<file path="config.mk">
export PLATFORM = sky130hd
export DESIGN_NAME = cbus_master
export DESIGN_NICKNAME = d
export VERILOG_FILES = /design/src/rtl/cbus_pkg.sv /design/src/rtl/cbus_master.sv
export SDC_FILE = /design/constraint.sdc
export NUM_CORES = 1
export LEC_CHECK = 0
export ABC_CLOCK_PERIOD_IN_PS = 1500
export CAP_MARGIN = 5
export CORE_MARGIN = 3
export CORE_UTILIZATION = 30
export CTS_CLUSTER_DIAMETER = 80
export CTS_CLUSTER_SIZE = 20
export DETAILED_ROUTE_END_ITERATION = 7
export GPL_TIMING_DRIVEN = 0
export HOLD_SLACK_MARGIN = 0.12
export PLACE_DENSITY = 0.7
export RECOVER_POWER = 100
export SLEW_MARGIN = 20
export SYNTH_ARGS = -nofsm -noshare
export SYNTH_HDL_FRONTEND = slang
export SYNTH_SLANG_ARGS = --single-unit
</file>
<file path="constraint.sdc">
create_clock -name c_clk -period 1.5 [get_ports c_clk]
set_input_delay 0.3 -clock c_clk [delete_from_list [all_inputs] [get_ports c_clk]]
set_output_delay 0.3 -clock c_clk [all_outputs]
set_load 0.05 [all_outputs]
</file>
<file path="src/rtl/cbus_pkg.sv">
// cbus_pkg: shared types and constants for the c_* config-bus initiator.
// State encoding, access size codes, address mask and default timeout.
package cbus_pkg;

  typedef enum logic [1:0] {
    ST_IDLE = 2'd0,
    ST_BUS  = 2'd1,
    ST_GAP  = 2'd2
  } state_t;

  localparam logic [1:0] SZ_B = 2'd0;
  localparam logic [1:0] SZ_H = 2'd1;
  localparam logic [1:0] SZ_W = 2'd2;

  localparam logic [31:0] ADDR_WMASK = 32'hFFFF_FFFC;

  localparam int CB_TIMEOUT = 15;
  localparam int CB_TW      = 4;

endpackage

</file>
<file path="src/rtl/cbus_master.sv">
// cbus_master: single-outstanding initiator for the c_* config bus.
// Optional ready timeout enabled by defining CBUS_MASTER_TIMEOUT_EN.
module cbus_master
  import cbus_pkg::*;
#(
  parameter int TIMEOUT = CB_TIMEOUT,
  parameter int TW      = CB_TW
) (
  input  logic        c_clk,
  input  logic        c_rstb,
  input  logic        h_valid,
  output logic        h_ready,
  input  logic [31:0] h_addr,
  input  logic [31:0] h_wdata,
  input  logic        h_write,
  input  logic [1:0]  h_size,
  output logic        r_valid,
  output logic [31:0] r_rdata,
  output logic        r_err,
  output logic        c_valid,
  output logic [31:0] c_addr,
  output logic [31:0] c_wdata,
  output logic        c_write,
  output logic [1:0]  c_size,
  input  logic        c_ready,
  input  logic [31:0] c_rdata
);

  if ((TIMEOUT < 1) || (TIMEOUT > (2**TW) - 1)) begin : g_bad_tmo
    $error("cbus_master: TIMEOUT out of range for TW");
  end

  state_t state, state_nxt;
  logic   accept;
  logic   done;
  logic   resp;

`ifdef CBUS_MASTER_TIMEOUT_EN
  localparam logic [TW-1:0] TMAX = TW'(TIMEOUT - 1);
  logic [TW-1:0] cnt;
  logic          tmo;
`endif

  // Request is taken only in IDLE; held low while in reset.
  assign h_ready = c_rstb && (state == ST_IDLE);
  assign c_valid = (state == ST_BUS);

  // State register.
  always_ff @(posedge c_clk or negedge c_rstb) begin
    if (!c_rstb) state <= ST_IDLE;
    else         state <= state_nxt;
  end

  // Next state and per-edge event strobes.
  always_comb begin
    state_nxt = state;
    accept    = 1'b0;
    done      = 1'b0;
`ifdef CBUS_MASTER_TIMEOUT_EN
    tmo       = 1'b0;
`endif
    unique case (state)
      ST_IDLE: begin
        if (h_valid) begin
          accept    = 1'b1;
          state_nxt = ST_BUS;
        end
      end
      ST_BUS: begin
        if (c_ready) begin
          done      = 1'b1;
          state_nxt = ST_GAP;
        end
`ifdef CBUS_MASTER_TIMEOUT_EN
        else if (cnt == TMAX) begin
          tmo       = 1'b1;
          state_nxt = ST_GAP;
        end
`endif
      end
      ST_GAP:  state_nxt = ST_IDLE;
      default: state_nxt = ST_IDLE;
    endcase
  end

`ifdef CBUS_MASTER_TIMEOUT_EN
  assign resp = done | tmo;
`else
  assign resp = done;
`endif

  // Bus request fields, captured at acceptance and held through GAP.
  always_ff @(posedge c_clk or negedge c_rstb) begin
    if (!c_rstb) begin
      c_addr  <= '0;
      c_wdata <= '0;
      c_write <= 1'b0;
      c_size  <= '0;
    end else if (accept) begin
      c_addr  <= h_addr;
      c_wdata <= h_wdata;
      c_write <= h_write;
      c_size  <= h_size;
    end
  end

  // Response strobe and held read data.
  always_ff @(posedge c_clk or negedge c_rstb) begin
    if (!c_rstb) begin
      r_valid <= 1'b0;
      r_rdata <= '0;
    end else begin
      r_valid <= resp;
      if (done)      r_rdata <= c_write ? '0 : c_rdata;
      else if (resp) r_rdata <= '0;
    end
  end

`ifdef CBUS_MASTER_TIMEOUT_EN
  // Cycles spent in BUS without ready; cleared on acceptance.
  always_ff @(posedge c_clk or negedge c_rstb) begin
    if (!c_rstb)                     cnt <= '0;
    else if (accept)                 cnt <= '0;
    else if (c_valid && !c_ready)    cnt <= cnt + 1'b1;
  end

  // Error flag, held until the next response.
  always_ff @(posedge c_clk or negedge c_rstb) begin
    if (!c_rstb)   r_err <= 1'b0;
    else if (resp) r_err <= tmo;
  end
`else
  assign r_err = 1'b0;
`endif

endmodule

</file>
* Yosys cells after proc, flatten, opt, wreduce, memory -nomap -nowiden
Cells that the tools add are included.
** Operators by class
- Multiplexer cells :: 8
- Equal/unequal tests :: 3
- Reductions and logical operators :: 3
** Operators by type and width (count)
- two-way mux 32 bit :: 1
- two-way mux 1 bit :: 4
- two-way mux 2 bit :: 2
- one-hot mux 2 bit (2 select lines) :: 1
- == test 2 x 1 -> 1 bit (second input constant) :: 1
- logical NOT 2 bit :: 1
- inequality test 2 x 1 -> 1 bit (second input constant) :: 1
- inequality test 2 bit (second input constant) :: 1
- AND reduction 2 bit :: 1
- logical AND 1 bit :: 1
** Word-level totals
- Register bits :: 102

* Depth between registers and ports, before layout
- Depth after elaboration :: 3
- Mapped depth :: 4
- Depth with buffers taken out :: 2

* Least setup slack after synthesis
No wires, ideal clock.
- Path kind :: register -> output
- Start point :: reg state[1]
- End point :: out h_ready
- Path buffers :: 0
- Arrival :: 1.589 ns
- Setup slack :: -0.389 ns
- Data required time :: 1.200 ns
- Stages on the path, launching flop included :: 2
- Cells stage by stage :: dfrtp_1 -> nor3b_1
** Between the ends
- Word-level cells in the longest chain between the ends :: 2
** RTL lines
- start: declaration :: RTL line cbus_master.sv:33 : state_t state, state_nxt;
- start signal: assignment :: RTL line cbus_master.sv:51 : else state <= state_nxt;
- logical NOT 2 bit :: RTL line cbus_master.sv:45 : assign h_ready = c_rstb && (state == ST_IDLE);
- logical AND 1 bit :: RTL line cbus_master.sv:45
- end: declaration :: RTL line cbus_master.sv:12 : output logic h_ready,
No other way between the ends.

* Worst setup path after layout
Ends and elaborated chain as after synthesis.

==> qor.json <==
{
  "outcome": {"value": "finished with violations"},
  "violated_checks": {"value": "hold timing"},
  "critical_path_buf_inv_count": {"value": 1},
  "detailed_place_hpwl": {"value": 7.80, "unit": "mm"},
  "final_layout_size_suffix_gt1_share": {"value": 49.8, "unit": "%"},
  "layout.filler_cells": {"value": 1135},
  "worst_clock_skew": {"value": 0.00493, "unit": "ns"},
  "synth.most_common_cell": {"value": "dfrtp_1"},
  "routedWlPerCell": {"value": 16.1, "unit": "µm"},
  "element_type_at_the_critical_path_start": {"value": "register"},
  "maximum_number_of_pins_on_one_net_before_global_route_repair": {"value": 53},
  "antenna_violations_before_repair": {"value": 0},
  "grt_first_pass_wirelength": {"value": 15.9, "unit": "mm"},
  "grt_pass1_vias": {"value": 3151},
  "globalRouteOverflowTotal": {"value": 0},
  "number_of_enable_flip_flop_cells_after_synthesis": {"value": 0},
  "timing.critical_path.fanout_max": {"value": 6},
  "drc": {"value": 0},
  "critical_path_arrival": {"value": 1.20, "unit": "ns"},
  "total_routing_usage_reported_by_global_routing": {"value": 13.3, "unit": "%"},
  "multi_input_gate_area": {"value": 1610, "unit": "µm²"},
  "cts_root_buffer": {"value": "clkbuf_16"},
  "tightest_slew_margin_relative_to_the_limit": {"value": 52.4, "unit": "%"},
  "power.leakage": {"value": 3.08, "unit": "nW"},
  "drv_cap": {"value": 0},
  "hold_class": {"value": "in -> async"},
  "synth_warnings": {"value": 0},
  "synth-async-reset-ratio": {"value": 100, "unit": "%"},
  "postSynthCellCount": {"value": 257},
  "fin_crit": {"value": 1.50, "unit": "ns"},
  "end_kind": {"value": "output port"},
  "setup.worst_path.class": {"value": "reg -> out"},
  "drt_iter0_markers": {"value": 52},
  "syn_avg_cell_area": {"value": 16.2, "unit": "µm²"},
  "antenna-diode-count": {"value": 0},
  "cellPowerDensity": {"value": 2300, "unit": "nW/µm²"},
  "crit_slowest_cell": {"value": "dfrtp_2"},
  "worst_pin_slew": {"value": 0.713, "unit": "ns"},
  "synth.lib_cells_used.distinct": {"value": 14},
  "final_max_slew_viol_count": {"value": 0},
  "top_level_ports": {"value": 206},
  "cts_tree": {"value": "built"},
  "critical-path-top-delay-family": {"value": "flip-flops"},
  "h_tree_lvls": {"value": 3},
  "final-seq-area": {"value": 2550, "unit": "µm²"},
  "cts_buffers": {"value": 9},
  "critPathMaxStageDelay": {"value": 0.46, "unit": "ns"},
  "timing.critical_path.cells": {"value": "nor3b_2 -> buf_6"},
  "max_freq": {"value": 0.668, "unit": "GHz"},
  "die_width": {"value": 124, "unit": "µm"},
  "die_area": {"value": 15300, "unit": "µm²"},
  "number_of_nets_with_antenna_violations_after_detailed_routing": {"value": 0},
  "synth_common_cells": {"value": "dfrtp_1, mux2_2, nor2b_1, mux2_4, buf_6"},
  "numPortBuffers": {"value": 204},
  "insertion_delay": {"value": 0.34, "unit": "ns"},
  "hold_violations": {"value": 50},
  "yosysTopAreaCellShare": {"value": 61.4, "unit": "%"},
  "num_vias": {"value": 2914},
  "num_rows": {"value": 42},
  "synth_seq_cells": {"value": 102},
  "route.final.wire_length": {"value": 10.6, "unit": "mm"},
  "timing.final.crit_share": {"value": 99.8, "unit": "%"},
  "dpl_cell_area": {"value": 6450, "unit": "µm²"},
  "syn-num-nets": {"value": 360},
  "syn_area": {"value": 4160, "unit": "µm²"},
  "clkTransAtPathRegs": {"value": 0.07, "unit": "ns"},
  "numClockSinks": {"value": 102},
  "cts_buffer_depth": {"value": 2},
  "report.final.setup_viol": {"value": 0},
  "grt_setup_unrepaired": {"value": "true"},
  "via_per_inst": {"value": 4.42},
  "final_nets": {"value": 582},
  "worst-endpoint-required": {"value": 1.20, "unit": "ns"},
  "timing.reg2reg.setup_slack": {"value": 0.01, "unit": "ns"},
  "die_h": {"value": 124, "unit": "µm"},
  "areaGrowthSynthToFinish": {"value": 70.2, "unit": "%"},
  "place_congestion": {"value": 0.685},
  "ys_seq_area_share": {"value": 61.4, "unit": "%"},
  "start_util": {"value": 31.0, "unit": "%"},
  "synth_top_cell_by_area": {"value": "dfrtp_1"},
  "finalHoldWorstSlack": {"value": -0.147, "unit": "ns"},
  "core": {"value": 13400, "unit": "µm²"},
  "post_route_cell_area": {"value": 7070, "unit": "µm²"},
  "first_pass_detailed_route_iteration_total": {"value": 4},
  "netlist_top_cells_area": {"value": "dfrtp_1, mux2_2, mux2_4"},
  "ys_dominant_reg_cell": {"value": "dfrtp_1"},
  "peakVddDrop": {"value": 0.00105, "unit": "V"}
}
-- path summary, 6_finish.rpt --
| kind | startpoint | endpoint | cells past startpoint |
|---|---|---|---|
| hold reg to reg | c_addr[25] | c_addr[25] | 1 |
| setup reg to reg | state[0] | c_wdata[0] | 4 |
| hold / removal | c_rstb | r_rdata[6] | 1 |
| setup / recovery | state[1] | h_ready | 2 |
| min in group c_clk | c_addr[25] | c_addr[25] | 1 |
| max in group asynchronous | c_rstb | c_wdata[11] | 2 |
-- per-stage QoR --
step / cells / TNS [ns] / utilization, % / setup WS (ns) / total power [mW]
after detailed placement: 638 / -37.23 / 48.1 / -0.643 / 13.8
final: 660 / 0 / 52.8 / 0.00324 / 16.3
after CTS: 658 / -0.399 / 51.9 / -0.0283 / 16.2
after global routing: 660 / -1.85 / 52.8 / -0.0595 / 17.0
after floorplan: 257 / 0 / - / 0.0474 / 10.5
after global placement: 637 / -418.55 / 47.9 / -4.43 / 13.6
-- layer usage --
layer,GRT usage [%],up-vias,routed length [µm]
li1,-,1325,-
met1,15.3,1444,4120
met3,5.40,14,1150
met5,0,-,0
met4,5.54,0,208
met2,22.1,131,5120
-- area by class of cell --
type / count / area share, %
Clock inverter: 7 / 1.59
Buffer: 15 / 2.41
Clock buffer: 9 / 3.19
Tap cell: 176 / 3.11
Sequential cell: 102 / 36.1
Timing Repair Buffer: 211 / 30.8
Multi-Input combinational cell: 140 / 22.8
-- layout by cell type, fill, tap and decap left out, drive strengths merged, types with 2 or more instances in the layout --
cell type	count
and3b	2
buf	20
bufinv	3
clkbuf	28
clkdlybuf4s15	86
clkdlybuf4s50	101
clkinv	3
dfrtp	102
mux2	99
nand2b	2
nor2b	33
nor3b	2
-- logic make-up (layout without fill, tap and decap cells) --
logic type	Yosys count	after routing	share of synthesized area [%]
DFF	102	102	61.4
muxes	99	99	29.4
and+or+nand+nor	39	39	6.17
buffers and inverters	15	242	2.74
other	1	1	0.0902
AOI/OAI and AO/OA	1	1	0.120
-- flip-flops by register name, summed over array words and instances (netlist names) --
name	cells
r_valid	1
c_write	1
c_size	2
c_addr	32
state	2
r_rdata	32
c_wdata	32
-- timing repair --
| action | in CTS | in global routing |
|---|---|---|
| buffers inserted | 4 | 0 |
| pin swaps | 1 | 0 |
| setup endpoints to repair | 196 | 99 |
| gates cloned | 0 | 2 |
| hold endpoints to repair | 50 | 50 |
| gates resized for setup | 312 | 58 |
-- power breakdown --
part | leakage, nW | internal, mW | total [mW] | switching (mW)
Clock | 0.165 | 1.62 | 2.64 | 1.01
Combinational | 1.68 | 3.39 | 9.04 | 5.65
Sequential | 1.23 | 3.92 | 4.58 | 0.661
Note: power is estimated with default switching activity, not from simulation.
